**src/rtl/irq_pkg.sv**
```systemverilog
// Purpose: shared types and helpers for the interrupt controller (EPC stack entry, vector address).
// Latency: n/a (types and a pure combinational function only).
// Backpressure: n/a.
package irq_pkg;

  // Stack entries are sized for the widest supported configuration:
  // PC up to 32 bits and up to 32 interrupt lines.
  localparam int EPC_W = 32;
  localparam int LVL_W = 5;

  typedef struct packed {
    logic [EPC_W-1:0] epc;    // PC of the squashed instruction, re-executed on return
    logic [LVL_W-1:0] level;  // priority that was in service before this entry was pushed
  } stk_ent_t;

  // Vector address of interrupt line idx.
  function automatic logic [EPC_W-1:0] vec_addr(input logic [EPC_W-1:0] base,
                                                input logic [EPC_W-1:0] stride,
                                                input logic [LVL_W-1:0] idx);
    return base + stride * EPC_W'(idx);
  endfunction

endpackage

```
**src/rtl/epc_stack.sv**
```systemverilog
// Purpose: parametrised LIFO holding return state for nested interrupts.
// Latency: push/pop take effect at the clock edge; top/count/full are registered-state outputs.
// Backpressure: push while full and pop while empty are ignored; caller checks full/count.
//
// Ports: clk, clr_n (async active-low reset), push/pop strobes, din (entry to push),
//        top (most recent entry, 0 when empty), count (entries held), full.
module epc_stack #(
  parameter int W     = 37,
  parameter int DEPTH = 4
) (
  input  logic                       clk,
  input  logic                       clr_n,
  input  logic                       push,
  input  logic                       pop,
  input  logic [W-1:0]               din,
  output logic [W-1:0]               top,
  output logic [$clog2(DEPTH+1)-1:0] count,
  output logic                       full
);
  localparam int CW = $clog2(DEPTH+1);
  localparam int IW = (DEPTH > 1) ? $clog2(DEPTH) : 1;

  logic [W-1:0]  mem_q [DEPTH];
  logic [W-1:0]  mem_d [DEPTH];
  logic [CW-1:0] cnt_q, cnt_d;
  logic [IW-1:0] wr_idx, rd_idx;

  // count never reaches DEPTH on a write (guarded by full), so truncation is safe
  assign wr_idx = IW'(cnt_q);
  assign rd_idx = IW'(cnt_q - CW'(1));
  assign full   = (cnt_q == CW'(DEPTH));
  assign count  = cnt_q;
  assign top    = (cnt_q == '0) ? '0 : mem_q[rd_idx];

  always_comb begin
    mem_d = mem_q;
    cnt_d = cnt_q;
    if (push && !full) begin
      mem_d[wr_idx] = din;
      cnt_d         = cnt_q + CW'(1);
    end else if (pop && (cnt_q != '0)) begin
      cnt_d = cnt_q - CW'(1);
    end
  end

  always_ff @(posedge clk or negedge clr_n) begin
    if (!clr_n) begin
      cnt_q <= '0;
      for (int i = 0; i < DEPTH; i++) mem_q[i] <= '0;
    end else begin
      cnt_q <= cnt_d;
      mem_q <= mem_d;
    end
  end

endmodule

```
**src/rtl/irq_ctrl.sv**
```systemverilog
// Purpose: edge-latched, masked, prioritised interrupt controller with nested preemption (EPC stack).
// Latency: edge sampled at edge N -> pending after N -> redirect combinational in cycle N+1; ERET redirect same cycle.
// Backpressure: none on inputs; when the stack is full requests simply stay pending.
//
// Ports: clk, clr_n (async active-low); irq lines; current_pc; eret; mask_we/mask_wdata;
//        pc_jump/pc_addr/writeback_mask/interrupt (combinational redirect); pending, depth, epc, eret_err.
// Build option: define IRQ_CTRL_NEST_EN for nested preemption with NEST_DEPTH entries;
//        without it a single EPC register is used and only one interrupt is in service at a time.
module irq_ctrl
  import irq_pkg::*;
#(
  parameter int                 NUM_IRQ    = 8,
  parameter int                 NEST_DEPTH = 4,
  parameter int                 ADDR_W     = 32,
  parameter logic [ADDR_W-1:0]  VEC_BASE   = 'h100,
  parameter int                 VEC_STRIDE = 4,
  parameter logic [NUM_IRQ-1:0] MASK_RST   = '1
) (
  input  logic                            clk,
  input  logic                            clr_n,
  input  logic [NUM_IRQ-1:0]              irq,
  input  logic [ADDR_W-1:0]               current_pc,
  input  logic                            eret,
  input  logic                            mask_we,
  input  logic [NUM_IRQ-1:0]              mask_wdata,
  output logic                            pc_jump,
  output logic [ADDR_W-1:0]               pc_addr,
  output logic                            writeback_mask,
  output logic                            interrupt,
  output logic [NUM_IRQ-1:0]              pending,
  output logic [$clog2(NEST_DEPTH+1)-1:0] depth,
  output logic [ADDR_W-1:0]               epc,
  output logic                            eret_err
);
  localparam int SW = $clog2(NUM_IRQ);
  localparam int DW = $clog2(NEST_DEPTH+1);
`ifdef IRQ_CTRL_NEST_EN
  localparam int EFF_DEPTH = NEST_DEPTH;
`else
  localparam int EFF_DEPTH = 1;
`endif
  localparam int CW = $clog2(EFF_DEPTH+1);

  logic [NUM_IRQ-1:0] irq_q, irq_d;
  logic [NUM_IRQ-1:0] pend_q, pend_d;
  logic [NUM_IRQ-1:0] mask_q, mask_d;
  logic [SW-1:0]      level_q, level_d;
  logic               err_q, err_d;

  logic [NUM_IRQ-1:0] elig;
  logic [NUM_IRQ-1:0] clr_vec;
  logic [SW-1:0]      sel;
  logic               any_elig;
  logic               preempt_ok;
  logic               take;
  logic               ret;

  stk_ent_t           stk_din, stk_top;
  logic [CW-1:0]      stk_cnt;
  logic               stk_full;

  assign elig = pend_q & mask_q;

  // Lowest eligible index wins: scan downwards so the last hit is the smallest.
  always_comb begin
    sel      = '0;
    any_elig = 1'b0;
    for (int i = NUM_IRQ-1; i >= 0; i--) begin
      if (elig[i]) begin
        sel      = SW'(i);
        any_elig = 1'b1;
      end
    end
  end

`ifdef IRQ_CTRL_NEST_EN
  assign preempt_ok = (stk_cnt == '0) || (sel < level_q);
`else
  assign preempt_ok = 1'b1;  // stack of one: full already blocks any second take
`endif

  assign take = any_elig && !stk_full && preempt_ok;
  // take has priority: an ERET in a taken cycle is squashed and its own PC pushed
  assign ret  = eret && !take && (stk_cnt != '0);

  always_comb begin
    pc_jump        = take | ret;
    interrupt      = take;
    writeback_mask = !take;
    pc_addr        = '0;
    if (take) begin
      pc_addr = ADDR_W'(vec_addr(EPC_W'(VEC_BASE), EPC_W'(VEC_STRIDE), LVL_W'(sel)));
    end else if (ret) begin
      pc_addr = ADDR_W'(stk_top.epc);
    end
  end

  assign stk_din = '{epc: EPC_W'(current_pc), level: LVL_W'(level_q)};

  epc_stack #(
    .W     ($bits(stk_ent_t)),
    .DEPTH (EFF_DEPTH)
  ) u_stack (
    .clk   (clk),
    .clr_n (clr_n),
    .push  (take),
    .pop   (ret),
    .din   (stk_din),
    .top   (stk_top),
    .count (stk_cnt),
    .full  (stk_full)
  );

  always_comb begin
    clr_vec      = '0;
    clr_vec[sel] = take;
    irq_d        = irq;
    // a new edge on the line being taken survives the clear
    pend_d       = (pend_q & ~clr_vec) | (irq & ~irq_q);
    mask_d       = mask_we ? mask_wdata : mask_q;
    level_d      = level_q;
    if (take)     level_d = sel;
    else if (ret) level_d = SW'(stk_top.level);
    err_d        = err_q | (eret && !take && (stk_cnt == '0));
  end

  always_ff @(posedge clk or negedge clr_n) begin
    if (!clr_n) begin
      irq_q   <= '0;
      pend_q  <= '0;
      mask_q  <= MASK_RST;
      level_q <= '0;
      err_q   <= 1'b0;
    end else begin
      irq_q   <= irq_d;
      pend_q  <= pend_d;
      mask_q  <= mask_d;
      level_q <= level_d;
      err_q   <= err_d;
    end
  end

  assign pending  = pend_q;
  assign depth    = DW'(stk_cnt);
  assign epc      = ADDR_W'(stk_top.epc);
  assign eret_err = err_q;

endmodule
```
**config.mk**
```make
export PLATFORM = sky130hd
export DESIGN_NAME = irq_ctrl
export DESIGN_NICKNAME = d
export VERILOG_FILES = /design/src/rtl/irq_pkg.sv /design/src/rtl/epc_stack.sv /design/src/rtl/irq_ctrl.sv
export SDC_FILE = /design/constraint.sdc
export NUM_CORES = 1
export LEC_CHECK = 0
export ABC_AREA = 1
export ABC_CLOCK_PERIOD_IN_PS = 1400
export BUFFER_PORTS_ARGS = -buffer_cell sky130_fd_sc_hd__buf_2
export CORE_UTILIZATION = 42
export CTS_CLUSTER_SIZE = 30
export DETAILED_ROUTE_END_ITERATION = 12
export HOLD_SLACK_MARGIN = 0.12
export PLACE_DENSITY = 0.77
export REMOVE_ABC_BUFFERS = 1
export SLEW_MARGIN = 20
export SYNTH_ARGS = -nofsm -noshare
export SYNTH_HDL_FRONTEND = slang
export SYNTH_SLANG_ARGS = --single-unit
export TNS_END_PERCENT = 10
```
**constraint.sdc**
```tcl
create_clock -name clk -period 1.4 [get_ports clk]
set_input_delay 0.21 -clock clk [delete_from_list [all_inputs] [get_ports clk]]
set_output_delay 0.21 -clock clk [all_outputs]
set_load 0.005 [all_outputs]
```
Word level (Yosys, flattened, before mapping) --
Cells that the tools add are included.
Word-level totals: word-level logic and storage cells 65, register bits 66, bits of input ports 52, output and inout port bits 79
Cells by class: muxes and demuxes 28, $lt $le $gt $ge 5, bitwise operators 10, add/subtract/negate cells 3, reduce and logical (&&, ||, !) cells 12
Operator list (number):
- two-way mux 37 bit | 3
- two-way mux 32 bit | 2
- bitwise mux 37 bit | 1
- bitwise AND 8 bit | 4
- two-way mux 3 bit | 10
- inverter 8 bit | 2
- two-way mux 1 bit | 11
- adder 9 x 5 -> 10 bit, first input constant | 1
- logical AND 1 bit | 8
- bitwise OR 8 bit | 1
- less-than comparator 3 x 4 -> 1 bit, second input constant | 1
- nonzero test 2 bit | 2
- demux 1 bit (select 3 bit) | 1
- greater-or-equal comparator 3 x 1 -> 1 bit, second input constant | 1
- logical NOT 1 bit | 2
- less-than comparator 1 bit, second input constant | 2
- bitwise OR 1 bit | 2
- adder 1 bit, second input constant | 1
- greater-or-equal comparator 1 bit, second input constant | 1
- inverter 1 bit | 1
- subtractor 1 bit, second input constant | 1

Longest topological paths before layout --
depth in word-level cells 17, depth in mapped cells 12, mapped depth without buffers 12

Cells and area by module --
Synthesis repeated with hierarchy kept, for this count alone.
Unflattened totals: cells, all modules 447, area, all modules 3363.2 um^2
By module, submodules not included:
- epc_stack | cells an instance 243, sequential area each 950.9 um^2, times used 1, area each 1833.0 um^2
- irq_ctrl | cells an instance 204, sequential area each 710.7 um^2, times used 1, area each 1530.2 um^2

Least setup slack after synthesis --
Ideal clock, no wire load.
path type register to output, start point register mask_q[0], end point output port pc_addr[3], data required time 1.190 ns, arrival time 1.242 ns, setup slack -0.052 ns, cell stages (with the launch flop) 8, path buffers 1, cells stage by stage dfstp_2 nand2_2 nand2_1 nor2_1 a21oi_2 inv_2 buf_2 o22ai_1
On the way: cells in the longest elaborated chain, start to end 8, elaborated cells on any way between the ends 10, those cells by class add/sub: 1; mux: 4; bitwise: 1; reduce/logical: 4
Ends and longest elaborated chain:
- start: declaration | RTL line irq_ctrl.sv:46 | logic [NUM_IRQ-1:0] mask_q, mask_d;
- start signal: assignment | RTL line irq_ctrl.sv:137 | mask_q <= mask_d;
- bitwise AND 8 bit | RTL line irq_ctrl.sv:62 | assign elig = pend_q & mask_q;
- two-way mux 1 bit | RTL line irq_ctrl.sv:69 | if (elig[i]) begin
- logical AND 1 bit | RTL line irq_ctrl.sv:82 | assign take = any_elig && !stk_full && preempt_ok;
- logical NOT 1 bit
- net writeback_mask | RTL line irq_ctrl.sv:28 | output logic writeback_mask,
- logical AND 1 bit (2 in a row) | RTL line irq_ctrl.sv:84 | assign ret = eret && !take && (stk_cnt != '0);
- two-way mux 32 bit | RTL line irq_ctrl.sv:93 | end else if (ret) begin
- two-way mux 32 bit | RTL line irq_ctrl.sv:91 | if (take) begin
- end: declaration | RTL line irq_ctrl.sv:27 | output logic [ADDR_W-1:0] pc_addr,
The timed path passes the listed nets, and every way through them passes these cells.

Worst setup path in the final report --
start point register mask_q[7], end point output port pc_addr[2]
On the way: cells in the longest elaborated chain, start to end 15, elaborated cells on any way between the ends 24, those cells by class add/sub: 1; mux: 18; bitwise: 1; reduce/logical: 4
Ends and longest elaborated chain (RTL line):
- bitwise AND 8 bit (*) | irq_ctrl.sv:62
- branches (longest 13 deep; another with adder 9 x 5 -> 10 bit)
- two-way mux 32 bit (*) | irq_ctrl.sv:91
Every way passes the cells marked *.

==> results.json <==
{
  "leakagePower_nw": 2.84,
  "ys_types": 21,
  "grt_pass1_vias": 2802,
  "worstPathRequired_ns": 1.19,
  "grt_pass1_wl_mm": 12.3,
  "crit_path_max_incr_delay_ns": 0.54,
  "finalWeightedCongestion": 0.807,
  "clockBufferDepth": 2,
  "grt_max_degree": 59,
  "syn_inst": 360,
  "finish.instance_area_um2": 4810,
  "ant_nets": 0,
  "drt_first_pass_iters": 8,
  "cts_tree": "built",
  "synth_top_area_share": 0.457,
  "antenna_found_initial": 0,
  "holdWs_ns": 0.133,
  "finalSetupViolations": 110,
  "setup_ws_ns": -0.467,
  "ys_ff_latch": 58,
  "total_power_w": 0.00940,
  "dp_slack_ns": -0.141,
  "start_util": 0.433,
  "r2r_slack_ns": -0.30,
  "violations": "design-rule violations, negative setup slack",
  "hold_viol_final": 0,
  "finalCritPeriodShare": 1.33,
  "crit_chain": "nand2_2 > inv_2 > nand2_2 > nand2_2 > nand2_1 > nand2_1 > nand2_1 > nand2_2 > nand2_2 > o22ai_2 > buf_2",
  "fmax_mhz": 536,
  "yosys.area.top_type": "dfrtp_1",
  "critPathSlowestCell": "dfstp_2",
  "drtIter0Drc": 163,
  "worstHoldStart": "mask_wdata[0]",
  "grt_usage": 0.246,
  "slew_violations": 0,
  "final_cell_mix": "nand2_1 (137), buf_2 (125), dfrtp_1 (49)",
  "layout-drive-gt1-share": 0.444,
  "cap_violations": 0,
  "period_minus_slack_ns": 1.87,
  "cts_made_buffers": 9,
  "whs_path_depth": 2,
  "clk_pin_slew_ns": 0.06,
  "antenna_cells": 0,
  "syn_area_per_cell_um2": 7.60,
  "yosys_warnings": 0,
  "fp.dieW_um": 82.7,
  "grt.overflow.total": 0,
  "seq_area_frac_synth": 0.534,
  "area_growth_pct": 75.9,
  "path_common_cell": "nand2_2",
  "drc": 2,
  "die_y_um": 82.7,
  "critPathCaptureType": "output port",
  "fin_skew_ns": 0.00601,
  "wl_per_cell_um": 13.7,
  "final_nets": 623,
  "path_class": "reg2out",
  "rows": 29,
  "vdd_drop_max_uv": 1250,
  "synth_area_leaders": "dfrtp_1 (46%), nand2_1 (24%), dfstp_2 (7.7%)",
  "clk_latency_ns": 0.33,
  "hp-class": "in2reg",
  "viasPerCell": 4.67,
  "rr_startpoint": "mask_q[7]",
  "final_common_cell": "nand2_1",
  "holdPathEnd": "mask_q[0]",
  "core_um2": 6310,
  "status": "complete, but fails checks",
  "vias": 3050,
  "dpl-instance-area_um2": 3630,
  "dieArea_um2": 6840,
  "io_pins": 131,
  "totalWireLength_mm": 8.93,
  "synth_area_um2": 2740,
  "hpwl_mm": 5.17,
  "r2r_end": "pending[5]",
  "cts-root-buf": "clkbuf_8",
  "path_max_fanout": 2,
  "place.port_buffers": 128,
  "clkSinkCount": 58,
  "cp-start-kind": "register",
  "cp.arrival_ns": 1.66,
  "r2r_cells": 15,
  "h-tree-depth": 3,
  "fillCellCount": 439,
  "power.density_nw_per_um2": 1950,
  "rsz0062_at_grt": "true"
}
-- metal layers --
| layer | share of wire | global-route usage | wire (um) |
|---|---|---|---|
| met4 | 0.017 | 0.103 | 155 |
| met2 | 0.53 | 0.471 | 4710 |
| met5 | 0 | 0 | 0 |
| met3 | 0.071 | 0.0451 | 631 |
| met1 | 0.38 | 0.260 | 3430 |
-- layout make-up --
type                            instances  area, um2  area share
Inverter                               47        179      0.0372
Multi-Input combinational cell        238       1200       0.249
Timing Repair Buffer                  217       1700       0.352
Tap cell                               77       96.3      0.0200
Clock buffer                           14        173      0.0359
Sequential cell                        58       1460       0.304
Clock inverter                          2       10.0     0.00208
-- worst max-delay path: cells and delay by family (launching register included) --
kind | cells | cell delay, ns
buffers and inverters | 2 | 0.19
and+or+nand+nor | 8 | 0.46
AOI/OAI and AO/OA | 1 | 0.12
DFF | 1 | 0.54
-- repair_timing --
item	4_1_cts	5_1_grt
pin swaps	6	22
hold endpoints to repair	104	0
setup buffers	8	2
endpoints found under the setup margin	107	110
cloned	2	5
gates resized for setup	32	54
hold buffers	47	0
-- cells in the mapped netlist --
library cell,n
nand3_1,4
inv_2,1
buf_6,3
inv_1,46
mux2_2,8
nand2_1,177
a31o_1,1
buf_2,5
dfrtp_1,50
o21ai_0,3
a21oi_1,1
clkbuf_1,4
nand4_1,4
dfstp_2,8
conb_1,1
nand2_2,1
nor2_1,34
buf_1,2
buf_4,4
a21oi_2,1
o22ai_1,2
-- kinds of logic (layout without fill, tap and decap cells) --
group / count (synthesis) / after routing / share of synthesized area
buf+inv: 65 / 280 / 0.105
other cells: 1 / 2 / 0.00137
compound gates: 8 / 8 / 0.0183
flops: 58 / 58 / 0.534
mux: 8 / 8 / 0.0329
simple gates: 220 / 220 / 0.308
-- registers in the layout, indices dropped and copies added (netlist names) --
signal and count:
eret_err 1, irq_q 8, mask_q 8, pending 8
u_stack.count 1, u_stack.mem_q 32
-- report_power, final --
part	total, W	switching (W)	leakage, nW	internal, W
registers	0.00273	0.000450	0.664	0.00228
logic	0.00528	0.00255	2.08	0.00272
clock network	0.00140	0.000616	0.0965	0.000783
total	0.00940	0.00362	2.84	0.00578
-- worst max path at each step --
stage / slack [ns] / cells past startpoint / endpoint / from
detailed placement: -0.14 / 8 / u_stack.mem_q[35] / mask_q[5]
CTS: -0.41 / 7 / pc_addr[3] / mask_q[6]
global route: -0.56 / 11 / pc_addr[2] / mask_q[7]
finish: -0.47 / 11 / pc_addr[2] / mask_q[7]
global placement: -0.1 / 9 / u_stack.mem_q[29] / mask_q[2]
floorplan: -1.17 / 3 / pc_addr[3] / u_stack.count
-- through the flow --
| stage | instances | utilization | setup TNS (ns) |
|---|---|---|---|
| after floorplan | 343 | - | -45.10 |
| after global placement | 575 | 0.574 | -2.61 |
| after detailed placement | 575 | 0.574 | -4.18 |
| after CTS | 648 | 0.713 | -22.67 |
| after global routing | 653 | 0.762 | -28.16 |
| final | 653 | 0.762 | -20.95 |
Note: power is estimated with default switching activity, not from simulation.
